`src/rtl/scie_fir_multichannel.sv`:
```
// Multichannel SCIE FIR accelerator: CHANNELS filters of TAPS taps sharing one sequential MAC.
// Define FIR_SAT_EN to saturate results to the signed XLEN range instead of wrapping.
module scie_fir_multichannel #(
  parameter int unsigned XLEN     = 32,
  parameter int unsigned DATA_W   = 16,
  parameter int unsigned TAPS     = 5,
  parameter int unsigned CHANNELS = 4,
  parameter int unsigned ACC_W    = 2 * DATA_W + $clog2(TAPS)
) (
  input  logic            clock,
  input  logic            reset,
  input  logic            io_valid,
  output logic            io_ready,
  input  logic [31:0]     io_insn,
  input  logic [XLEN-1:0] io_rs1,
  input  logic [XLEN-1:0] io_rs2,
  output logic [XLEN-1:0] io_rd,
  output logic            io_rd_valid
);

  localparam int unsigned KW     = $clog2(TAPS);
  localparam int unsigned WIDE_W = (ACC_W > XLEN) ? ACC_W : XLEN;
  localparam int unsigned PROD_W = 2 * DATA_W;

  localparam logic [6:0] OpCoef = 7'h0B;
  localparam logic [6:0] OpPush = 7'h2B;
  localparam logic [6:0] OpRead = 7'h5B;
  localparam logic [6:0] OpCfg  = 7'h7B;

  localparam logic [5:0] ShiftMax = 6'(ACC_W - 1);

  typedef enum logic [1:0] {StIdle, StMac, StWb} state_e;

  state_e                   state_q, state_d;
  logic [KW-1:0]            k_q, k_d;
  logic signed [ACC_W-1:0]  acc_q, acc_d;
  logic [2:0]               ch_q, ch_d;

  logic signed [DATA_W-1:0] coef_q [CHANNELS][TAPS];
  logic signed [DATA_W-1:0] x_q    [CHANNELS][TAPS];
  logic [XLEN-1:0]          result_q [CHANNELS];
  logic [5:0]               shift_q;
  logic [XLEN-1:0]          rd_q;
  logic                     rd_valid_q;

  logic [6:0] opcode;
  logic [2:0] ch_idx;
  logic       ch_ok;
  logic       accept;
  logic       coef_we, push_we, cfg_we, rd_en;
  logic       result_we;

  assign opcode = io_insn[6:0];
  assign ch_idx = io_insn[14:12];
  assign ch_ok  = {1'b0, ch_idx} < 4'(CHANNELS);
  assign accept = io_valid && io_ready;

  assign coef_we = accept && (opcode == OpCoef) && ch_ok;
  assign push_we = accept && (opcode == OpPush) && ch_ok;
  assign cfg_we  = accept && (opcode == OpCfg) && ch_ok;
  // Reads bypass the busy handshake so software can poll results mid-computation.
  assign rd_en   = io_valid && (opcode == OpRead);

  assign io_ready    = (state_q == StIdle);
  assign io_rd       = rd_q;
  assign io_rd_valid = rd_valid_q;

  // Operand selection for the active tap of the latched channel
  logic signed [DATA_W-1:0] coef_sel, x_sel;
  logic signed [PROD_W-1:0] prod;
  logic signed [ACC_W-1:0]  prod_ext;

  always_comb begin
    coef_sel = '0;
    x_sel    = '0;
    for (int c = 0; c < CHANNELS; c++) begin
      for (int t = 0; t < TAPS; t++) begin
        if (ch_q == 3'(c) && k_q == KW'(t)) begin
          coef_sel = coef_q[c][t];
          x_sel    = x_q[c][t];
        end
      end
    end
  end

  assign prod     = PROD_W'(coef_sel) * PROD_W'(x_sel);
  assign prod_ext = ACC_W'(prod);

  // Post-processing: arithmetic shift, then fit to XLEN
  logic signed [ACC_W-1:0]  acc_shr;
  logic signed [WIDE_W-1:0] acc_wide;
  logic [XLEN-1:0]          fit;

  assign acc_shr  = acc_q >>> shift_q;
  assign acc_wide = WIDE_W'(acc_shr);

`ifdef FIR_SAT_EN
  logic [WIDE_W-XLEN:0] acc_upper;
  assign acc_upper = acc_wide[WIDE_W-1:XLEN-1];
`endif

  always_comb begin
    fit = acc_wide[XLEN-1:0];
`ifdef FIR_SAT_EN
    // Upper bits not all equal means the value left the signed XLEN range
    if (!(&acc_upper) && (|acc_upper)) begin
      fit = acc_wide[WIDE_W-1] ? {1'b1, {(XLEN-1){1'b0}}} : {1'b0, {(XLEN-1){1'b1}}};
    end
`endif
  end

  logic [XLEN-1:0] rd_sel;

  always_comb begin
    rd_sel = '0;
    for (int c = 0; c < CHANNELS; c++) begin
      if (ch_idx == 3'(c)) rd_sel = result_q[c];
    end
  end

  // MAC sequencer
  always_comb begin
    state_d   = state_q;
    k_d       = k_q;
    acc_d     = acc_q;
    ch_d      = ch_q;
    result_we = 1'b0;
    unique case (state_q)
      StIdle: begin
        if (push_we) begin
          state_d = StMac;
          ch_d    = ch_idx;
          k_d     = '0;
          acc_d   = '0;
        end
      end
      StMac: begin
        acc_d = acc_q + prod_ext;
        k_d   = k_q + KW'(1);
        if (k_q == KW'(TAPS - 1)) state_d = StWb;
      end
      StWb: begin
        result_we = 1'b1;
        state_d   = StIdle;
      end
      default: state_d = StIdle;
    endcase
  end

  always_ff @(posedge clock) begin
    if (reset) begin
      state_q <= StIdle;
      k_q     <= '0;
      acc_q   <= '0;
      ch_q    <= '0;
    end else begin
      state_q <= state_d;
      k_q     <= k_d;
      acc_q   <= acc_d;
      ch_q    <= ch_d;
    end
  end

  always_ff @(posedge clock) begin
    if (reset) begin
      for (int c = 0; c < CHANNELS; c++) begin
        for (int t = 0; t < TAPS; t++) begin
          coef_q[c][t] <= '0;
          x_q[c][t]    <= '0;
        end
        result_q[c] <= '0;
      end
      shift_q    <= '0;
      rd_q       <= '0;
      rd_valid_q <= 1'b0;
    end else begin
      rd_valid_q <= rd_en;
      if (rd_en) rd_q <= rd_sel;
      if (cfg_we) shift_q <= (io_rs1[5:0] > ShiftMax) ? ShiftMax : io_rs1[5:0];
      for (int c = 0; c < CHANNELS; c++) begin
        if (ch_idx == 3'(c)) begin
          for (int t = 0; t < TAPS; t++) begin
            if (coef_we && io_rs2 == XLEN'(t)) coef_q[c][t] <= io_rs1[DATA_W-1:0];
          end
          if (push_we) begin
            x_q[c][0] <= io_rs1[DATA_W-1:0];
            for (int t = TAPS - 1; t > 0; t--) x_q[c][t] <= x_q[c][t-1];
          end
        end
        // Write-back uses the latched channel; a same-cycle read still sees the old value
        if (result_we && ch_q == 3'(c)) result_q[c] <= fit;
      end
    end
  end

  logic unused_bits;
  assign unused_bits = ^{io_insn[31:15], io_insn[11:7], io_rs1[XLEN-1:DATA_W], acc_wide};

endmodule

```
`config.mk`:
```
export PLATFORM = sky130hd
export DESIGN_NAME = scie_fir_multichannel
export DESIGN_NICKNAME = d
export VERILOG_FILES = /design/src/rtl/scie_fir_multichannel.sv
export SDC_FILE = /design/constraint.sdc
export NUM_CORES = 2
export LEC_CHECK = 0
export BUFFER_PORTS_ARGS = -buffer_cell sky130_fd_sc_hd__buf_4
export CORE_ASPECT_RATIO = 1.1
export CORE_MARGIN = 2
export CORE_UTILIZATION = 37
export CTS_BUF_LIST = sky130_fd_sc_hd__clkbuf_8
export DETAILED_ROUTE_END_ITERATION = 12
export GPL_ROUTABILITY_DRIVEN = 0
export GPL_TIMING_DRIVEN = 0
export PLACE_DENSITY = 0.55
export SYNTH_ARGS = -nofsm -noshare
export SYNTH_HDL_FRONTEND = slang
export SYNTH_SLANG_ARGS = --single-unit
```
`constraint.sdc`:
```
create_clock -name clock -period 21.7 [get_ports clock]
set_input_delay 4.34 -clock clock [delete_from_list [all_inputs] [get_ports clock]]
set_output_delay 4.34 -clock clock [all_outputs]
set_load 0.02 [all_outputs]
```
# After elaboration in Yosys (flattened, before gate mapping)
# Memory sizes are Yosys's and may differ from the RTL's.
# Cells that the tools add are included.
[classes]
eq_ne = 22
n_shift = 1
n_mux = 189
n_lt_le_gt_ge = 2
bitwise_logic = 44
n_addsub = 2
mul = 1
reduce_logical = 46
[op_table]
columns = ["cell", "count"]
rows = [
  ["16-bit 2-to-1 mux", 80],
  ["32-bit 2-to-1 mux", 8],
  ["1-bit 2-to-1 mux", 93],
  ["35-bit case mux with 2 select lines", 1],
  ["32-bit by 2-bit == test with 1-bit output, second input constant", 2],
  ["1-bit bitwise OR", 44],
  ["1-bit logical AND", 37],
  ["35-bit by 32-bit adder with 35-bit output", 1],
  ["35-bit 2-to-1 mux", 1],
  ["35-bit by 6-bit >>> shifter with 32-bit output", 1],
  ["32-bit by 1-bit == test with 1-bit output, second input constant", 1],
  ["32-bit by 3-bit == test with 1-bit output, second input constant", 1],
  ["32-bit logical NOT", 1],
  ["16-bit by 16-bit multiplier with 32-bit output", 1],
  ["3-bit by 2-bit == test with 1-bit output, second input constant", 6],
  ["7-bit == test, second input constant", 2],
  ["3-bit by 1-bit == test with 1-bit output, second input constant", 3],
  ["3-bit logical NOT", 3],
  ["7-bit by 4-bit == test with 1-bit output, second input constant", 1],
  ["7-bit by 6-bit == test with 1-bit output, second input constant", 1],
  ["6-bit > comparator, second input constant", 1],
  ["6-bit 2-to-1 mux", 1],
  ["3-bit case mux with 2 select lines", 1],
  ["2-bit AND reduction", 3],
  ["other kinds (12)", 13],
]
[totals]
ram_bits = 768
ff_bits = 82
word_cells = 317
n_memories = 3
[memory_table]
columns = ["name", "words", "width", "read_ports", "rd_clocked_by_memory_dff", "write_ports", "line", "source"]
rows = [
  ["coef_q", 4, 80, 4, 0, 4, "39", "logic signed [DATA_W-1:0] coef_q [CHANNELS][TAPS];"],
  ["x_q", 4, 80, 4, 0, 4, "40", "logic signed [DATA_W-1:0] x_q [CHANNELS][TAPS];"],
  ["result_q", 4, 32, 4, 0, 4, "41", "logic [XLEN-1:0] result_q [CHANNELS];"],
]

# Longest topological paths before layout
[depth]
depth_word = 25
mapped_depth = 38
depth_no_buf = 33

# Worst setup path before layout
# No wires, ideal clock.
[synth_timing]
kind = "input port to flip-flop"
startpoint = "input io_insn[14]"
endpoint = "memory x_q[0][0] (netlist name), enable pin"
slack_ns = 7.544
cell_stages = 5
path_buffers = 2
setup_time_ns = 0.736
required_ns = 20.964
arrival_ns = 13.420
path_cell_list = "clkbuf_1 nor3_1 nand4_1 clkbuf_1 o41ai_1"
[synth_rtl]
columns = ["item", "line", "source"]
rows = [
  ["start, declared", "14", "input logic [31:0] io_insn,"],
  ["end, declared", "40", ""],
]

# Final worst setup path
[layout_timing]
startpoint = "register k_q[2]"
endpoint = "register acc_q[28]"
[layout_between]
elab_chain_len = 25
word_cells_on_any_way = 68
cone_classes = "add/sub (1); mul (1); eq/ne (4); mux (41); reduce/logical (21)"
[layout_lines]
columns = ["item", "line", "source"]
rows = [
  ["start, declared", "35", "logic [KW-1:0] k_q, k_d;"],
  ["start signal, assigned", "158", "k_q <= k_d;"],
  ["3-bit logical NOT", "78", "if (ch_q == 3'(c) && k_q == KW'(t)) begin"],
  ["1-bit logical AND", "78", ""],
  ["16-bit 2-to-1 mux (20 in a row)", "78", ""],
  ["16-bit by 16-bit multiplier with 32-bit output (*)", "86", "assign prod = PROD_W'(coef_sel) * PROD_W'(x_sel);"],
  ["35-bit by 32-bit adder with 35-bit output (*)", "138", "acc_d = acc_q + prod_ext;"],
  ["35-bit case mux with 2 select lines (*)", "128", "unique case (state_q)"],
  ["end signal, assigned", "154", "acc_q <= '0;"],
  ["end signal, assigned", "159", "acc_q <= acc_d;"],
  ["end, declared", "36", "logic signed [ACC_W-1:0] acc_q, acc_d;"],
]
# Mark *: on every way between the ends. The rest lies on a longest branch, timed or not.
# A chain may end at the register's enable or synchronous reset.

==> results.json <==
{
  "overflow": 0,
  "hold_viol": 0,
  "cp-end-kind": "flop",
  "ctsRootBufferMaster": "clkbuf_8",
  "seq_area_frac_synth": 0.489,
  "drc": 0,
  "crit_required_ns": 22.51,
  "rsz0062_at_grt": "false",
  "clkLatencyLatePin_ns": 0.88,
  "fin_crit_ns": 11.94,
  "drtPass1Iterations": 6,
  "slew_violations": 0,
  "clk_pin_slew_ns": 0.06,
  "cts_tree": "built",
  "yosysWarnings": 0,
  "layout.nets": 5301,
  "fp.dieH_um": 392,
  "cpMostUsedCell": "fa_1",
  "dieArea_um2": 140000,
  "cts_resized": 0,
  "vias_per_cell": 5.64,
  "cts.sinks": 850,
  "finish.utilization": 0.418,
  "cts_hold_buffers": 0,
  "fmax_mhz": 83.7,
  "syn-num-nets": 5022,
  "most-common-layout-cells": "768 x edfxtp_1, 483 x and2_1, 458 x nor2_1",
  "coreArea_um2": 136000,
  "drive_gt1_frac": 0.116,
  "relSlewSlack": 0.0358,
  "cts_htree_levels": 4,
  "nFillCells": 13167,
  "critPathMaxFanout": 10,
  "clk_path_buf_depth": 3,
  "synthCells": 4504,
  "worstMarginPinSlew_ns": 1.44,
  "worstPathArrival_ns": 12.75,
  "synth_edf_count": 768,
  "grt_pass1_vias": 37831,
  "drt_iter0_markers": 3870,
  "synth_area_um2": 50600,
  "drtAntennaViolNets": 0,
  "dp_hpwl_mm": 140,
  "post_cts_buffers": 0,
  "setup_violations": 0,
  "vias": 37741,
  "numPortBuffers": 91,
  "power_density_nw_per_um2": 75.6,
  "syn_to_final_growth_pct": 12.4,
  "async_reset_ff_frac": 0,
  "setup_tns_ns": 0,
  "cp-start-kind": "flop",
  "cap_violations": 0,
  "slowest_stage": "o211ai_1",
  "worstSetupPathType": "flop to flop",
  "top_level_ports": 133,
  "post-route-period-util": 0.550,
  "initial_core_util": 0.372,
  "synth_ff_type": "edfxtp_1",
  "routedWlPerCell_um": 27.1,
  "yosys.cell_types.count": 95,
  "num_rows": 142,
  "min_path_type": "flop to flop",
  "outcome": "complete, no violations",
  "finClkSkew_ns": 0.0489,
  "antenna_found_initial": 10,
  "routed_wl_mm": 182,
  "vdd_drop_max_v": 0.0000802,
  "syn_area_per_cell_um2": 11.2,
  "synth.ff_latch_count": 850,
  "die_x_um": 356,
  "grt_usage": 0.261,
  "grt_pass1_wl_mm": 263,
  "p_leak_nw": 22.4,
  "cp_slowest_stage_delay_ns": 1.23,
  "grt_max_degree": 32,
  "numCtsBuffers": 147,
  "final_common_cell": "edfxtp_1",
  "power.total_mw": 4.30
}
## worst max-delay path, delay by kind of cell (launching register included)
family          cells  cell delay, ns
buf+inv             7            1.26
xor+xnor            1            0.26
compound gates      7            3.47
simple gates        8            2.66
flops               1            0.31
fa+ha+maj           8            3.91
## kinds of logic after synthesis
group	synth area share
xor gates and xnor gates	0.00651
and+or+nand+nor	0.168
AOI/OAI and AO/OA	0.102
buffers and inverters	0.0524
muxes	0.0315
DFF	0.489
adders and majority gates	0.150
## layout make-up
cell class              instances  area [um^2]  share of cell area
plain buffers                 279         1270              0.0224
inverters                     367         1380              0.0242
diodes                          4         10.0            0.000176
multi-input cells            3008        23400               0.411
clock buffers                 159         2190              0.0385
repair buffers                130         1240              0.0219
flip-flops and latches        850        24700               0.435
well taps                    1800         2250              0.0396
clock inverters                97          447             0.00786
## metrics by stage
| step | std cells | hold WS, ns | setup WS, ns | instance area, um^2 |
|---|---|---|---|---|
| floorplan | 4504 | 0.463 | 7.54 | 50600 |
| global placement | 6395 | 0.473 | 1.31 | 53500 |
| detailed placement | 6433 | 0.478 | 9.93 | 54200 |
| CTS | 6689 | 0.492 | 9.88 | 56800 |
| global route | 6692 | 0.516 | 9.48 | 56800 |
| finish | 6694 | 0.490 | 9.76 | 56800 |
## registers in the layout, indices dropped and copies added (netlist names)
| signal | cells |
|---|---|
| state_q | 2 |
| io_rd_valid | 1 |
| result_q | 128 |
| ch_q | 3 |
| shift_q | 6 |
| acc_q | 35 |
| x_q | 320 |
| coef_q | 320 |
| k_q | 3 |
| io_rd | 32 |
## synthesized netlist by cell type, drive strengths merged (15+ instances only)
cell type	n	area, um^2
nor2b	43	269
and3	17	106
a21oi	210	1050
nand2	361	1360
o22ai	38	238
dfxtp	82	1640
xnor2	22	193
a221o	22	220
edfxtp	768	23100
nor3b	42	335
a2111oi	21	221
clkbuf	171	642
ha	108	1350
a211o	19	166
and2	483	3020
nand2b	24	150
fa	311	6230
a22oi	15	113
mux4	54	1220
o2111ai	17	149
nand3	97	490
a31oi	37	238
buf	108	632
mux2i	31	310
o221ai	26	228
o31ai	18	145
nor3	86	452
o211ai	22	165
inv	367	1380
a221oi	57	505
a211oi	29	228
nor2	471	1820
a21o	16	121
o21ai	161	821
## report_power, final
part	total (mW)	switching (mW)	internal [mW]	leakage, nW
Clock	1.37	0.700	0.675	1.50
Combinational	1.07	0.660	0.412	12.3
Sequential	1.85	0.0221	1.83	8.60
Total	4.30	1.38	2.91	22.4
## metal layers
layer  vias to the layer above  wire length (um)  GRT usage
met1                     19226             71700      0.326
met5                         -                38          0
li1                      16371                 -          -
met3                       415             12500     0.0441
met4                         6              9120      0.120
met2                      1723             88300      0.440
## worst paths after layout
kind	end	startpoint	depth (start not counted)	slack (ns)
worst min-delay path	io_rd[6]$_SDFFE_PP0P_	io_rd[6]$_SDFFE_PP0P_	2	0.49
worst min register to register	io_rd[6]$_SDFFE_PP0P_	io_rd[6]$_SDFFE_PP0P_	2	0.49
worst max register to register	acc_q[28]$_SDFFE_PP0P_	k_q[2]$_SDFFE_PP0P_	31	9.76
worst max-delay path	acc_q[28]$_SDFFE_PP0P_	k_q[2]$_SDFFE_PP0P_	31	9.76
Note: power is estimated with default switching activity, not from simulation.
